**src/rtl/axis_len_pkg.sv**
```systemverilog
// Shared constants and FSM state encoding for the AXIS length tagger.
// Stats counters in the tagger top are built only when STATS_EN is defined.
package axis_len_pkg;

    localparam int LEN_W       = 16;
    localparam int MAX_LEN_DEF = 2048;

    typedef enum logic [1:0] {
        IDLE    = 2'd0,
        PASS    = 2'd1,
        DISCARD = 2'd2
    } state_e;

endpackage

```
**src/rtl/axis_len_out_reg.sv**
```systemverilog
// One-deep AXIS output register slice: data/user/last/valid plus the
// upstream ready equation. Holds its payload stable while stalled.
module axis_len_out_reg
    import axis_len_pkg::*;
#(
    parameter int W = LEN_W
) (
    input  logic         i_clk,
    input  logic         i_rst,
    input  logic         i_load,
    input  logic [7:0]   i_data,
    input  logic [W-1:0] i_user,
    input  logic         i_last,
    input  logic         i_ready,
    output logic [7:0]   o_data,
    output logic [W-1:0] o_user,
    output logic         o_last,
    output logic         o_valid,
    output logic         o_ready
);

    logic [7:0]   data_q;
    logic [W-1:0] user_q;
    logic         last_q;
    logic         valid_q;

    assign o_ready = !valid_q || i_ready;

    always_ff @(posedge i_clk or posedge i_rst) begin
        if (i_rst) begin
            data_q  <= '0;
            user_q  <= '0;
            last_q  <= 1'b0;
            valid_q <= 1'b0;
        end else begin
            if (i_load) begin
                data_q  <= i_data;
                user_q  <= i_user;
                last_q  <= i_last;
                valid_q <= 1'b1;
            end else if (valid_q && i_ready) begin
                valid_q <= 1'b0;
            end
        end
    end

    assign o_data  = data_q;
    assign o_user  = user_q;
    assign o_last  = last_q;
    assign o_valid = valid_q;

endmodule

```
**src/rtl/axis_len_tagger.sv**
```systemverilog
// Tags a byte stream with its running frame length and truncates at MAX_LEN.
// Define STATS_EN to build the emitted/truncated frame counters.
module axis_len_tagger
    import axis_len_pkg::*;
#(
    parameter int MAX_LEN = axis_len_pkg::MAX_LEN_DEF,
    parameter int LEN_W   = axis_len_pkg::LEN_W
) (
    input  logic             i_clk,
    input  logic             i_rst,
    input  logic [7:0]       i_axis_data,
    input  logic             i_axis_valid,
    input  logic             i_axis_last,
    output logic             o_axis_ready,
    output logic [7:0]       o_axis_data,
    output logic [LEN_W-1:0] o_axis_user,
    output logic             o_axis_valid,
    output logic             o_axis_last,
    input  logic             i_axis_ready,
    output logic             o_trunc_pulse,
    output logic [31:0]      o_frame_cnt,
    output logic [31:0]      o_trunc_cnt
);

    state_e           state_q;
    logic [LEN_W-1:0] cnt_q;
    logic [LEN_W-1:0] cnt_d;
    logic             trunc_q;
    logic             slice_ready;
    logic             in_fire;
    logic             load;
    logic             trunc;

    // DISCARD swallows the tail of an over-long frame regardless of downstream
    assign o_axis_ready = (state_q == DISCARD) || slice_ready;
    assign in_fire      = i_axis_valid && o_axis_ready;
    assign load         = in_fire && (state_q != DISCARD);
    assign cnt_d        = (state_q == IDLE) ? LEN_W'(1) : cnt_q + 1'b1;
    assign trunc        = load && !i_axis_last
                        && (cnt_d == LEN_W'(MAX_LEN));

    always_ff @(posedge i_clk or posedge i_rst) begin
        if (i_rst) begin
            state_q <= IDLE;
            cnt_q   <= '0;
            trunc_q <= 1'b0;
        end else begin
            trunc_q <= trunc;
            if (load) cnt_q <= cnt_d;
            unique case (state_q)
                IDLE, PASS: begin
                    if (load) begin
                        if (i_axis_last) state_q <= IDLE;
                        else if (trunc)  state_q <= DISCARD;
                        else             state_q <= PASS;
                    end
                end
                DISCARD: begin
                    if (in_fire && i_axis_last) state_q <= IDLE;
                end
                default: state_q <= IDLE;
            endcase
        end
    end

    axis_len_out_reg #(.W(LEN_W)) u_out (
        .i_clk   (i_clk),
        .i_rst   (i_rst),
        .i_load  (load),
        .i_data  (i_axis_data),
        .i_user  (cnt_d),
        .i_last  (i_axis_last || trunc),
        .i_ready (i_axis_ready),
        .o_data  (o_axis_data),
        .o_user  (o_axis_user),
        .o_last  (o_axis_last),
        .o_valid (o_axis_valid),
        .o_ready (slice_ready)
    );

    assign o_trunc_pulse = trunc_q;

`ifdef STATS_EN
    logic [31:0] frame_cnt_q;
    logic [31:0] trunc_cnt_q;

    always_ff @(posedge i_clk or posedge i_rst) begin
        if (i_rst) begin
            frame_cnt_q <= '0;
            trunc_cnt_q <= '0;
        end else begin
            if (o_axis_valid && i_axis_ready && o_axis_last)
                frame_cnt_q <= frame_cnt_q + 32'd1;
            if (trunc_q)
                trunc_cnt_q <= trunc_cnt_q + 32'd1;
        end
    end

    assign o_frame_cnt = frame_cnt_q;
    assign o_trunc_cnt = trunc_cnt_q;
`else
    assign o_frame_cnt = '0;
    assign o_trunc_cnt = '0;
`endif

endmodule

```
**config.mk**
```make
export PLATFORM = sky130hd
export DESIGN_NAME = axis_len_tagger
export DESIGN_NICKNAME = d
export VERILOG_FILES = /design/src/rtl/axis_len_pkg.sv /design/src/rtl/axis_len_out_reg.sv /design/src/rtl/axis_len_tagger.sv
export SDC_FILE = /design/constraint.sdc
export NUM_CORES = 1
export LEC_CHECK = 0
export ABC_AREA = 1
export BUFFER_PORTS_ARGS = -buffer_cell sky130_fd_sc_hd__buf_2
export CORE_ASPECT_RATIO = 0.75
export CORE_MARGIN = 1
export CORE_UTILIZATION = 40
export DETAILED_ROUTE_END_ITERATION = 6
export PLACE_DENSITY = 0.67
export RECOVER_POWER = 100
export SYNTH_ARGS = -nofsm -noshare
export SYNTH_HDL_FRONTEND = slang
export SYNTH_HIERARCHICAL = 1
export SYNTH_SLANG_ARGS = --single-unit
```
**constraint.sdc**
```tcl
create_clock -name i_clk -period 2.06 [get_ports i_clk]
set_input_delay 0.206 -clock i_clk [delete_from_list [all_inputs] [get_ports i_clk]]
set_output_delay 0.206 -clock i_clk [all_outputs]
set_load 0.01 [all_outputs]
```
Word level (Yosys, flattened, before mapping):

Cells that the tools add are included.
Widths: inputs -> output; s select.

* register bits after elaboration: 29
* input bits: 13
* logic and storage cells: 36
* output and inout port bits: 92

* add/sub/neg operators: 1
* multiplexer cells: 8
* equal/unequal tests: 6
* reductions and logical operators: 15

Operators with widths (count)
* $add 16x1->16 const B: 1
* $eq 16x12->1 const B: 1
* $mux 16: 1
* $mux 2: 4
* $logic_and 1x1->1: 6
* $ne 2x2->1 const B: 2
* $pmux 2 s2: 1
* $logic_or 1x1->1: 3
* $eq 2x1->1 const B: 1
* $eq 2x2->1 const B: 1
* $logic_not 1->1: 2
* $logic_not 2->1: 1
* $mux 1: 2
* $ne 2x1->1 const B: 1
* $reduce_and 2->1: 1
* $reduce_bool 2->1: 1
* $reduce_or 2->1: 1

Depth between registers and ports, before layout:

Gate-level depths: netlist of the first run.

* depth after elaboration: 11
* gate-level depth with buffers: 13
* gate-level depth less buffers: 13

Cells and area by module:

Netlist of the first run, hierarchy kept.

By module, submodules not included
* axis_len_tagger: cells an instance 271, times used 1, area an instance 1826.8 um^2
* axis_len_out_reg: cells an instance 111, times used 1, area an instance 1027.2 um^2

Worst setup path before layout of the first run:

Ideal clock, no wire load.

* path kind: register to register
* from: reg cnt_q[0]
* to: reg state_q[0]
* setup slack: 447 ps
* clock period less this slack: 1613 ps
* arrival time: 1496 ps
* path buffers: 0
* stages on the path, launching flop included: 11
* cells stage by stage: dfrtp_1 -> ha_1 -> or2_2 -> nand3_1 -> nand2_1 -> nor2_1 -> nand3_1 -> nor2_1 -> nand3_2 -> nand3_1 -> nand2_1

* longest elaborated chain between the ends: 8

Ends and longest elaborated chain
* start, declared: RTL line axis_len_tagger.sv:26 `logic [LEN_W-1:0] cnt_q;`
* start signal, assigned: RTL line axis_len_tagger.sv:49 `if (load) cnt_q <= cnt_d;`
* $add 16x1->16: RTL line axis_len_tagger.sv:38 `assign cnt_d = (state_q == IDLE) ? LEN_W'(1) : cnt_q + 1'b1;`
* $mux 16: RTL line axis_len_tagger.sv:38
* $eq 16x12->1: RTL line axis_len_tagger.sv:40 `&& (cnt_d == LEN_W'(MAX_LEN));`
* $logic_and 1x1->1: RTL line axis_len_tagger.sv:40
* $mux 2: RTL line axis_len_tagger.sv:54 `else if (trunc) state_q <= DISCARD;`
* $mux 2: RTL line axis_len_tagger.sv:53 `if (i_axis_last) state_q <= IDLE;`
* $mux 2: RTL line axis_len_tagger.sv:52 `if (load) begin`
* $pmux 2 s2: RTL line axis_len_tagger.sv:50 `unique case (state_q)`
* end signal, assigned: RTL line axis_len_tagger.sv:53
* end signal, assigned: RTL line axis_len_tagger.sv:54
* end signal, assigned: RTL line axis_len_tagger.sv:55 `else state_q <= PASS;`
* end, declared: RTL line axis_len_tagger.sv:25 `state_e state_q;`

Every way passes these cells. The select of a mux whose other input is x is not followed.
A chain may end at the register's enable or synchronous reset.

Worst setup path in the final report of the first run:

* from: reg cnt_q[1]
* to: reg u_out.last_q, in the netlist u_out/o_last

* longest elaborated chain between the ends: 5

Ends and longest elaborated chain
* $add 16x1->16: RTL line axis_len_tagger.sv:38
* $mux 16: RTL line axis_len_tagger.sv:38
* $eq 16x12->1: RTL line axis_len_tagger.sv:40
* $logic_and 1x1->1: RTL line axis_len_tagger.sv:40
* $logic_or 1x1->1: RTL line axis_len_tagger.sv:72 `.i_last (i_axis_last || trunc),`
* end signal, assigned: RTL line axis_len_out_reg.sv:39 `last_q <= i_last;`
* end, declared: RTL line axis_len_out_reg.sv:24 `logic last_q;`

Every way passes these cells.

==> results_tabular.tex, run 1 <==
\begin{tabular}{lr}
\hline
Metric & Value \\
\hline
\multicolumn{2}{l}{\textbf{Timing}} \\
Max\_slew headroom & 51.3\% \\
Worst hold margin & 97.3 ps \\
Actual transition at the worst max-transition pin & 730 ps \\
Max-slew violation count & 0 \\
Shortest period the worst path allows & 1840 ps \\
Number of endpoints failing setup at the final stage & 0 \\
Final period utilization & 89.2\% \\
Unrepaired setup endpoints after global routing & false \\
Fin. Hold Viols & 0 \\
Final TNS setup & 0 ps \\
Achievable clock frequency & 0.544 GHz \\
Final worst-path setup slack & 222 ps \\
Clock skew & slightly below 7 ps \\
\multicolumn{2}{l}{\textbf{Setup path}} \\
Critical Path Start Type & register \\
Worst setup path start & cnt\_q[1]\$\_DFFE\_PP0P\_ \\
Crit path buf inv count & 0 \\
Launch point of the worst reg-to-reg path & cnt\_q[1]\$\_DFFE\_PP0P\_ \\
Worst reg2reg endpoint & u\_out/o\_last\$\_DFFE\_PP0P\_ \\
Crit Path Class & reg -> reg \\
Signal arrival time at the worst endpoint & 2080 ps \\
CP top delay family & simple AND/OR/NAND/NOR gates \\
Cells along the critical path & ha\_2 -> nand2\_1 -> nor2\_4 -> nor2\_1 -> nand2\_1 -> nand2\_1 -> nor2\_1 -> nand3\_1 -> nor2\_2 -> nand3\_2 -> nand2\_1 -> nand2\_1 -> nand2\_1 \\
Worst Path Required & 2310 ps \\
Cells on worst reg2reg path & 13 \\
Worst setup path endpoint & u\_out/o\_last\$\_DFFE\_PP0P\_ \\
Critical Path End Type & register \\
Setup slack, reg-to-reg & 220 ps \\
Slowest library cell on the worst path & dfrtp\_1 \\
Slowest stage delay, CP & 410 ps \\
Total stage count of the critical path & 13 \\
Critical path's most frequent cell & nand2\_1 \\
Top fanout value on the critical path & 4 \\
\multicolumn{2}{l}{\textbf{Placement}} \\
Worst setup slack before clock tree synthesis & 203 ps \\
Final HPWL from detailed placement & 4.13 mm \\
Count of input and output buffers & 40 \\
Final weighted congestion of routability-driven global placement & 0.898 \\
\multicolumn{2}{l}{\textbf{Routing}} \\
Remaining design rule violation count & 0 \\
Number of DRC markers after the initial detailed-route iteration & 104 \\
Number of vias per cell after detailed routing & 4.22 \\
Total routed wirelength & 5.48 mm \\
Detailed-router iteration count before antenna repair & 4 \\
Final routed wire length divided by cell count & 10.5 µm \\
Number of vias after detailed routing & 2201 \\
Number of routed nets with antenna violations & 0 \\
\multicolumn{2}{l}{\textbf{Global routing}} \\
Total track usage & between 10\% and 20\% \\
Gr ovfl total & 0 \\
Vias in the first global route & 1942 \\
Global-route wire length before repair & 8.89 mm \\
Pin count of the biggest net entering global routing & 36 \\
Initial antenna violation count & 0 \\
\multicolumn{2}{l}{\textbf{Clock network}} \\
Clock insertion delay at the later pin of the skew report & 300 ps \\
Number of buffers added by the clock tree synthesis step & 5 \\
Buffer levels on the longest clock path & 2 \\
Clock Root Buffer & clkbuf\_8 \\
CTS tree & yes \\
Number of post-CTS setup repair buffers & 0 \\
Clock transition at the registers of the reported paths & about 90 ps \\
Number of levels the H-tree was split into & 2 \\
Clock sink count & 45 \\
\multicolumn{2}{l}{\textbf{Outcome}} \\
Status & complete, no violations \\
\multicolumn{2}{l}{\textbf{Yosys}} \\
Total number of yosys warnings & 6 \\
Cell area after technology mapping & 0.00285 mm² \\
Cell count after synthesis & 382 \\
Part of the Yosys area used for sequential elements & 39.5\% \\
Seq cells post-synth & 45 \\
Distinct cell type count of the synthesized netlist & 27 \\
Syn\_area\_per\_cell & roughly 7.5 µm² \\
\multicolumn{2}{l}{\textbf{Job}} \\
Count of max-cap constraint violations & 0 \\
\multicolumn{2}{l}{\textbf{Finish}} \\
Fin nets & 438 \\
Antenna cell count & 0 \\
Fraction of final layout cells sized beyond drive strength 1 & 10.4\% \\
Area overhead of the layout relative to synthesis & 3.33\% \\
Fill cells & 729 \\
\multicolumn{2}{l}{\textbf{Hold path}} \\
Type of the worst min-delay path & in -> reg \\
Critical hold path startpoint & i\_axis\_data[4] \\
\multicolumn{2}{l}{\textbf{Floorplanning}} \\
DIE HEIGHT & 75.2 µm \\
Initial cell density of the core & 41.6\% \\
Chip Width & $\sim$100 µm \\
Count of boundary I/O pins & 105 \\
FP Rows & 26 \\
Core Box Area & roughly 0.007 mm² \\
Die area & 0.00748 mm² \\
\multicolumn{2}{l}{\textbf{Power}} \\
IR drop worst, VDD & between 300 and 400 µV \\
Standby leakage power & approximately 0.0017 µW \\
Power Dens Cells & roughly 680 mW/mm² \\
\hline
\end{tabular}
cells by family after synthesis:
kind of cell	Yosys count	synth area share, %
AND/OR/NAND/NOR	201	31.1
flip-flops	45	39.5
other	1	0.131
adder cells (fa/ha/maj)	1	0.438
AO/OA/AOI/OAI	19	3.59
buffers and inverters	115	25.3
state kept, by name (all words and copies together) (netlist names):
| register | count |
|---|---|
| u_out/o_data | 8 |
| o_trunc_pulse | 1 |
| u_out/o_user | 16 |
| cnt_q | 16 |
| u_out/o_last | 1 |
| state_q | 2 |
| u_out/o_valid | 1 |
worst min path at each step:
stage	to	slack, ps	depth (start not counted)
global placement	u_out/o_user[7]$_DFFE_PP0P_	290	3
floorplan	cnt_q[0]$_DFFE_PP0P_	160	1
global route	u_out/o_data[2]$_DFFE_PP0P_	100	3
finish	u_out/o_data[4]$_DFFE_PP0P_	100	3
CTS	u_out/o_data[4]$_DFFE_PP0P_	90	3
detailed placement	u_out/o_user[7]$_DFFE_PP0P_	300	3
cell usage after synthesis:
master	count	share of area [%]
o21bai_1	2	0.53
nand2_2	8	1.8
buf_4	66	17
buf_8	1	0.53
dfrtp_1	45	39
buf_6	3	1.2
nand3_2	3	1.1
or2_1	1	0.22
ha_1	1	0.44
conb_1	1	0.13
nor2_2	7	1.5
inv_8	1	0.39
nand3_1	21	3.7
nor3_1	1	0.18
nand4_1	3	0.66
clkbuf_1	3	0.39
o21ai_1	1	0.18
nor2_4	3	1.2
nand2_1	134	18
a21oi_1	1	0.18
nand2_4	2	0.79
o21ai_0	14	2.5
or2_2	1	0.22
o21a_1	1	0.26
inv_1	39	5.1
inv_2	2	0.26
nor2_1	17	2.2
final cells by class:
cell class / count / area [µm²] / area share (%)
inverter: 42 / 165 / 5.60
tap: 98 / 123 / 4.16
clock buffer: 5 / 68.8 / 2.33
timing repair buffer: 45 / 203 / 6.87
sequential: 45 / 1130 / 38.2
clock inverter: 2 / 35.0 / 1.19
multi-input combinational: 285 / 1230 / 41.7
stage by stage:
stage	utilization (%)	instance area (µm²)	cells	total power (µW)
5_1_grt	43.0	2950	522	2110
3_3_place_gp	42.1	2890	514	1360
3_5_place_dp	42.1	2890	514	1370
4_1_cts	43.7	3000	522	2030
2_1_floorplan	-	3090	445	1360
6_report	43.0	2950	522	2000
per-layer routing:
metal / GRT usage (%) / routed length, µm / up-vias
met5: 0 / 0 / -
met4: 5.88 / 60 / 0
met3: 3.44 / 257 / 7
met2: 22.0 / 2340 / 62
met1: 21.9 / 2820 / 1016
li1: - / - / 1116
report_power, final:
part / switching [µW] / internal (µW)
logic: 252 / 95.2
clock network: 309 / 353
registers: 46.4 / 945
worst reg2reg max path, delay by kind of cell, from the launching register on:
kind | cells | cell delay [ps]
adders and majority gates | 1 | 220
DFF | 1 | 410
and+or+nand+nor | 12 | 1170
cell usage in the layout, fill, tap and decap left out, drive strengths merged:
cell         instances
nand4                3
nor3                 1
buf                 14
or2                  2
nor2                27
clkbuf              35
bufinv               1
a21oi                1
conb                64
nand3               24
ha                   1
dlygate4sd3          1
o21ai               15
nand2              144
inv                 42
dfrtp               45
o21bai               2
clkinv               1
o21a                 1
timing repair:
| action | in CTS | in global routing |
|---|---|---|
| setup endpoints to repair | 0 | 1 |
| hold buffers | 1 | 0 |
| gates resized for setup | 0 | 2 |
| hold endpoints to repair | 26 | 0 |
No activity file was read; power rests on OpenSTA's default activity.
==> inputs of run 2 (changes only) <==
--- a/config.mk
+++ b/config.mk
@@ -13,3 +13,3 @@
 export DETAILED_ROUTE_END_ITERATION = 6
-export PLACE_DENSITY = 0.67
+export PLACE_DENSITY = 0.74
 export RECOVER_POWER = 100
--- a/constraint.sdc
+++ b/constraint.sdc
@@ -3,2 +3,2 @@
 set_output_delay 0.206 -clock i_clk [all_outputs]
-set_load 0.01 [all_outputs]
+set_load 0.1 [all_outputs]
==> results_tabular.tex, run 2 (synthesized netlist as in run 1, its figures left out) <==
\begin{tabular}{lr}
\hline
Metric & Value \\
\hline
\multicolumn{2}{l}{\textbf{Setup path}} \\
Worst reg2reg endpoint & u\_out/o\_last\$\_DFFE\_PP0P\_ \\
Crit Path Class & reg -> reg \\
Launch point of the worst reg-to-reg path & cnt\_q[0]\$\_DFFE\_PP0P\_ \\
Critical path's most frequent cell & nand2\_1 \\
Signal arrival time at the worst endpoint & 2080 ps \\
Slowest stage delay, CP & 400 ps \\
Worst Path Required & between 2000 and 2500 ps \\
Setup slack, reg-to-reg & 170 ps \\
Cells on worst reg2reg path & 12 \\
Critical Path Start Type & register \\
Cells along the critical path & ha\_1 -> nand3\_1 -> nor2\_2 -> nand3\_1 -> nand2\_1 -> nand3\_1 -> nand2\_1 -> nor2\_2 -> nand3\_2 -> nand2\_1 -> nand2\_1 -> nand2\_1 \\
Critical Path End Type & register \\
Top fanout value on the critical path & 4 \\
Slowest library cell on the worst path & dfrtp\_1 \\
\multicolumn{2}{l}{\textbf{Global routing}} \\
Global-route wire length before repair & 8.89 mm \\
Initial antenna violation count & 0 \\
Vias in the first global route & 1914 \\
Total track usage & 15.0\% \\
Pin count of the biggest net entering global routing & 36 \\
Gr ovfl total & 0 \\
\multicolumn{2}{l}{\textbf{Timing}} \\
Clock skew & $\sim$10 ps \\
Final worst-path setup slack & 166 ps \\
Max\_slew headroom & 20.2\% \\
Achievable clock frequency & $\sim$0.53 GHz \\
Number of endpoints failing setup at the final stage & 0 \\
Final period utilization & 91.9\% \\
Unrepaired setup endpoints after global routing & false \\
Fin. Hold Viols & 0 \\
Max-slew violation count & 0 \\
Final TNS setup & 0 ps \\
Shortest period the worst path allows & 1890 ps \\
Actual transition at the worst max-transition pin & 1200 ps \\
\multicolumn{2}{l}{\textbf{Finish}} \\
Most frequent cells in the layout & nand2\_1, conb\_1, dfrtp\_1, inv\_1, clkbuf\_1 \\
Fill cells & about 700 \\
Finished layout cell area & 0.00293 mm² \\
Fraction of final layout cells sized beyond drive strength 1 & a little under a tenth \\
Final core occ & 42.7\% \\
Fin nets & 437 \\
Combined area of the multi-input logic cells & 0.00122 mm² \\
Most common library cell in the layout ignoring fill and taps & nand2\_1 \\
Layout Cells excl Fill & roughly 520 \\
Seq. cell area & $\sim$0.0011 mm² \\
Antenna cell count & 0 \\
Area overhead of the layout relative to synthesis & 2.72\% \\
\multicolumn{2}{l}{\textbf{Floorplanning}} \\
Core Box Area & 0.00686 mm² \\
DIE HEIGHT & roughly 75 µm \\
FP Rows & 26 \\
Die area & 0.00748 mm² \\
Initial cell density of the core & 41.6\% \\
Count of boundary I/O pins & 105 \\
Chip Width & roughly 100 µm \\
\multicolumn{2}{l}{\textbf{Hold path}} \\
Number of cells on the worst hold path & 3 \\
Type of the worst min-delay path & in -> reg \\
Critical hold path startpoint & i\_axis\_data[0] \\
Hold Crit Endpoint & u\_out/o\_data[0]\$\_DFFE\_PP0P\_ \\
\multicolumn{2}{l}{\textbf{Placement}} \\
Final HPWL from detailed placement & 4.16 mm \\
Worst setup slack before clock tree synthesis & 198 ps \\
Cell Count Post-Placement & 513 \\
Count of input and output buffers & 40 \\
Final weighted congestion of routability-driven global placement & 0.912 \\
Cell area reported after detailed placement & slightly below 0.003 mm² \\
\multicolumn{2}{l}{\textbf{Clock network}} \\
Number of post-CTS setup repair buffers & 0 \\
CTS tree & yes \\
Number of levels the H-tree was split into & 2 \\
Clock Root Buffer & clkbuf\_8 \\
Number of buffers added by the clock tree synthesis step & 5 \\
Clock transition at the registers of the reported paths & about 90 ps \\
Clock insertion delay at the later pin of the skew report & 300 ps \\
Clock sink count & 45 \\
Buffer levels on the longest clock path & 2 \\
\multicolumn{2}{l}{\textbf{Routing}} \\
Final routed wire length divided by cell count & $\sim$11 µm \\
Number of DRC markers after the initial detailed-route iteration & 102 \\
Number of routed nets with antenna violations & 0 \\
Number of vias after detailed routing & about 2200 \\
Remaining design rule violation count & 0 \\
Detailed-router iteration count before antenna repair & 4 \\
Number of vias per cell after detailed routing & 4.16 \\
Total routed wirelength & 5.54 mm \\
\multicolumn{2}{l}{\textbf{Outcome}} \\
Status & complete, no violations \\
\multicolumn{2}{l}{\textbf{Job}} \\
Count of max-cap constraint violations & 0 \\
\multicolumn{2}{l}{\textbf{Power}} \\
Power Dens Cells & 948 mW/mm² \\
IR drop worst, VDD & between 500 and 600 µV \\
Standby leakage power & 0.00169 µW \\
\hline
\end{tabular}
## run 2: cell types whose count changed in the layout (fill, tap and decap cells not counted)
cell and change:
nor2_2 -1, clkbuf_2 +1, ha_2 -1, dfrtp_1 -1, nand2_1 +1, clkbuf_1 +1, buf_4 -2, dfrtp_2 +1
inv_2 -1, nor2_1 +1, ha_1 +1, nand2_4 -1, inv_1 +1
## run 2: metrics by stage
stage / hold slack [ps] / total power, µW
after floorplan: 157 / 2140
after global placement: 62.8 / 2130
after detailed placement: 66.0 / 2150
after CTS: 98.5 / 2810
after global routing: 105 / 2880
final: 98.3 / 2780
## run 2: repair_timing
action | in CTS | in global routing
hold buffers | 1 | 0
endpoints found under the hold margin | 1 | 0
gates resized for setup | 0 | 1
setup endpoints to repair | 0 | 3
## run 2: where the power goes
part           total (µW)  internal [µW]  switching (µW)  leakage (µW)
Clock                 666            361             306     0.0000552
Sequential            991            946            45.5      0.000599
Combinational        1120           89.8            1030       0.00104
Total                2780           1400            1380       0.00169
## run 2: layout make-up
class	instances	share of cell area (%)
clock buffers	6	2.48
clock inverters	2	1.20
inverters	42	5.63
multi-input cells	285	41.5
flip-flops and latches	45	38.5
well taps	98	4.18
repair buffers	44	6.57
## run 2: critical path: cells and delay by family, from the launching register on
| kind | cells | cell delay [ps] |
|---|---|---|
| adder cells (fa/ha/maj) | 1 | 240 |
| flip-flops | 1 | 400 |
| AND/OR/NAND/NOR | 11 | 1130 |
## run 2: how the worst max path moves through the flow
stage	startpoint	end	slack (ps)	depth (start not counted)
after floorplan	u_out/o_valid$_DFFE_PP0P_	state_q[0]$_DFFE_PP0P_	20	7
after global placement	state_q[1]$_DFFE_PP0P_	u_out/o_last$_DFFE_PP0P_	260	11
after detailed placement	state_q[1]$_DFFE_PP0P_	u_out/o_last$_DFFE_PP0P_	200	12
after CTS	state_q[1]$_DFFE_PP0P_	u_out/o_last$_DFFE_PP0P_	100	12
after global routing	cnt_q[0]$_DFFE_PP0P_	u_out/o_last$_DFFE_PP0P_	30	12
final	cnt_q[0]$_DFFE_PP0P_	u_out/o_last$_DFFE_PP0P_	170	12
## run 2: per-layer routing
| metal | up-vias | wire (µm) | global-route usage, % |
|---|---|---|---|
| met5 | - | 0 | 0 |
| met4 | 0 | 34 | 3.59 |
| met3 | 7 | 287 | 3.62 |
| met2 | 71 | 2490 | 23.1 |
| met1 | 982 | 2730 | 21.6 |
| li1 | 1114 | - | - |
==> inputs of run 3 (changes only) <==
Settings changed: PLACE_DENSITY 0.74 to 0.67, TNS_END_PERCENT set to 30.
==> results_tabular.tex, run 3 (synthesized netlist as in run 1, its figures left out) <==
\begin{tabular}{lr}
\hline
Metric & Value \\
\hline
\multicolumn{2}{l}{\textbf{Timing}} \\
Final TNS setup & 0 ps \\
Max-slew violation count & 0 \\
Shortest period the worst path allows & 1840 ps \\
Unrepaired setup endpoints after global routing & false \\
Final period utilization & 89.3\% \\
Clock skew & slightly above 9 ps \\
Number of endpoints failing setup at the final stage & 0 \\
Max\_slew headroom & 20.1\% \\
Achievable clock frequency & $\sim$0.54 GHz \\
Actual transition at the worst max-transition pin & 1200 ps \\
Worst hold margin & 94.7 ps \\
Fin. Hold Viols & 0 \\
\multicolumn{2}{l}{\textbf{Placement}} \\
Final weighted congestion of routability-driven global placement & 0.882 \\
Count of input and output buffers & 40 \\
Final HPWL from detailed placement & 4.22 mm \\
Cell area reported after detailed placement & 0.00289 mm² \\
\multicolumn{2}{l}{\textbf{Floorplanning}} \\
FP Rows & 26 \\
Core Box Area & 0.00686 mm² \\
DIE HEIGHT & 75.2 µm \\
Initial cell density of the core & around 42\% \\
Chip Width & approximately 100 µm \\
Die area & 0.00748 mm² \\
Count of boundary I/O pins & 105 \\
\multicolumn{2}{l}{\textbf{Setup path}} \\
Worst reg2reg endpoint & u\_out/o\_last\$\_DFFE\_PP0P\_ \\
Top fanout value on the critical path & 4 \\
Critical Path End Type & register \\
Signal arrival time at the worst endpoint & 2090 ps \\
Critical Path Start Type & register \\
Crit Path Class & reg -> reg \\
Launch point of the worst reg-to-reg path & cnt\_q[0]\$\_DFFE\_PP0P\_ \\
Cells on worst reg2reg path & 11 \\
Setup slack, reg-to-reg & 220 ps \\
Worst Path Required & 2310 ps \\
\multicolumn{2}{l}{\textbf{Finish}} \\
Finished layout cell area & around 0.003 mm² \\
Area overhead of the layout relative to synthesis & 3.16\% \\
Fin nets & 438 \\
Antenna cell count & 0 \\
Most common library cell in the layout ignoring fill and taps & nand2\_1 \\
Most frequent cells in the layout & nand2\_1, conb\_1, dfrtp\_1, inv\_1, clkbuf\_1 \\
Fraction of final layout cells sized beyond drive strength 1 & under 10\% \\
\multicolumn{2}{l}{\textbf{Routing}} \\
Number of routed nets with antenna violations & 0 \\
Number of DRC markers after the initial detailed-route iteration & 166 \\
Total routed wirelength & 5.67 mm \\
Number of vias after detailed routing & between 2000 and 2500 \\
Number of vias per cell after detailed routing & 4.24 \\
Detailed-router iteration count before antenna repair & 4 \\
Final routed wire length divided by cell count & 10.8 µm \\
Remaining design rule violation count & 0 \\
\multicolumn{2}{l}{\textbf{Global routing}} \\
Gr ovfl total & 0 \\
Total track usage & 15.7\% \\
Vias in the first global route & 1940 \\
Pin count of the biggest net entering global routing & 36 \\
Global-route wire length before repair & $\sim$9 mm \\
Initial antenna violation count & 0 \\
\multicolumn{2}{l}{\textbf{Clock network}} \\
Number of levels the H-tree was split into & 2 \\
Clock insertion delay at the later pin of the skew report & 310 ps \\
Number of buffers added by the clock tree synthesis step & 5 \\
CTS tree & yes \\
Clock sink count & 45 \\
Number of cells upsized or downsized after cts & 0 \\
Buffer levels on the longest clock path & 2 \\
Clock Root Buffer & clkbuf\_8 \\
Clock transition at the registers of the reported paths & 90 ps \\
Number of post-CTS setup repair buffers & 0 \\
\multicolumn{2}{l}{\textbf{Hold path}} \\
Hold Crit Endpoint & u\_out/o\_data[1]\$\_DFFE\_PP0P\_ \\
Number of cells on the worst hold path & 3 \\
Type of the worst min-delay path & in -> reg \\
Critical hold path startpoint & i\_axis\_data[1] \\
\multicolumn{2}{l}{\textbf{Job}} \\
Count of max-cap constraint violations & 0 \\
\multicolumn{2}{l}{\textbf{Power}} \\
Power Dens Cells & 946 mW/mm² \\
Power consumption & approximately 2800 µW \\
IR drop worst, VDD & 489 µV \\
Standby leakage power & 0.00171 µW \\
\multicolumn{2}{l}{\textbf{Outcome}} \\
Status & complete, no violations \\
\hline
\end{tabular}
## run 3: cell count changes in the layout (fill, tap and decap cells not counted)
cell / previous run / this run
buf_4: 1 / 2
nand2_1: 140 / 139
nand2_4: 1 / 2
nand3_1: 21 / 22
nand3_2: 3 / 2
nor2_1: 20 / 19
nor2_2: 4 / 5
## run 3: routing by layer
layer | share of wire, % | vias to the layer above | routed length, µm | track usage [%]
met1 | 50 | 1008 | 2810 | 23.4
met5 | 0 | - | 0 | 0
met3 | 5.8 | 9 | 329 | 3.53
li1 | - | 1116 | - | -
met2 | 43 | 84 | 2460 | 22.6
met4 | 1.1 | 0 | 62 | 5.07
## run 3: cell type report
class	count	area, µm²
fill	736	3920
clock buffer	6	72.6
multi-input combinational	285	1220
tap	98	123
timing repair buffer	45	200
sequential	45	1130
inverter	42	165
clock inverter	2	35.0
## run 3: critical path, stage by stage (launching register included)
cell and delay (ps):
dfrtp_1 420, ha_1 250, or2_2 280, nand3_1 100, nand2_1 80, nor2_1 120, nand3_1 90, nor2_1 130
nand3_2 120, nand2_1 80, nand2_1 50, nand2_1 90
## run 3: repair_timing
item                                   in CTS  in global routing
setup endpoints to repair                   0                  0
endpoints found under the hold margin      26                  0
hold buffers                                1                  0
## run 3: power by group
part	leakage, µW	total [µW]	internal [µW]	switching [µW]
registers	0.000599	992	946	46.0
logic	0.00106	1120	92.0	1030
clock network	0.0000552	672	360	312
## run 3: worst max-delay path by stage
stage | startpoint | end | depth (start not counted)
2_1_floorplan | u_out/o_valid$_DFFE_PP0P_ | state_q[0]$_DFFE_PP0P_ | 7
3_3_place_gp | cnt_q[0]$_DFFE_PP0P_ | u_out/o_last$_DFFE_PP0P_ | 11
3_5_place_dp | cnt_q[0]$_DFFE_PP0P_ | u_out/o_last$_DFFE_PP0P_ | 11
4_1_cts | cnt_q[0]$_DFFE_PP0P_ | u_out/o_last$_DFFE_PP0P_ | 11
5_1_grt | cnt_q[0]$_DFFE_PP0P_ | u_out/o_last$_DFFE_PP0P_ | 11
6_report | cnt_q[0]$_DFFE_PP0P_ | u_out/o_last$_DFFE_PP0P_ | 11
## run 3: stage by stage
stage          worst slack (ps)  util (%)  instances
2_1_floorplan              20.4         -        445
3_3_place_gp                328      42.1        514
3_5_place_dp                262      42.1        514
4_1_cts                     246      43.8        523
5_1_grt                    47.8      42.9        523
6_report                    221      42.9        523
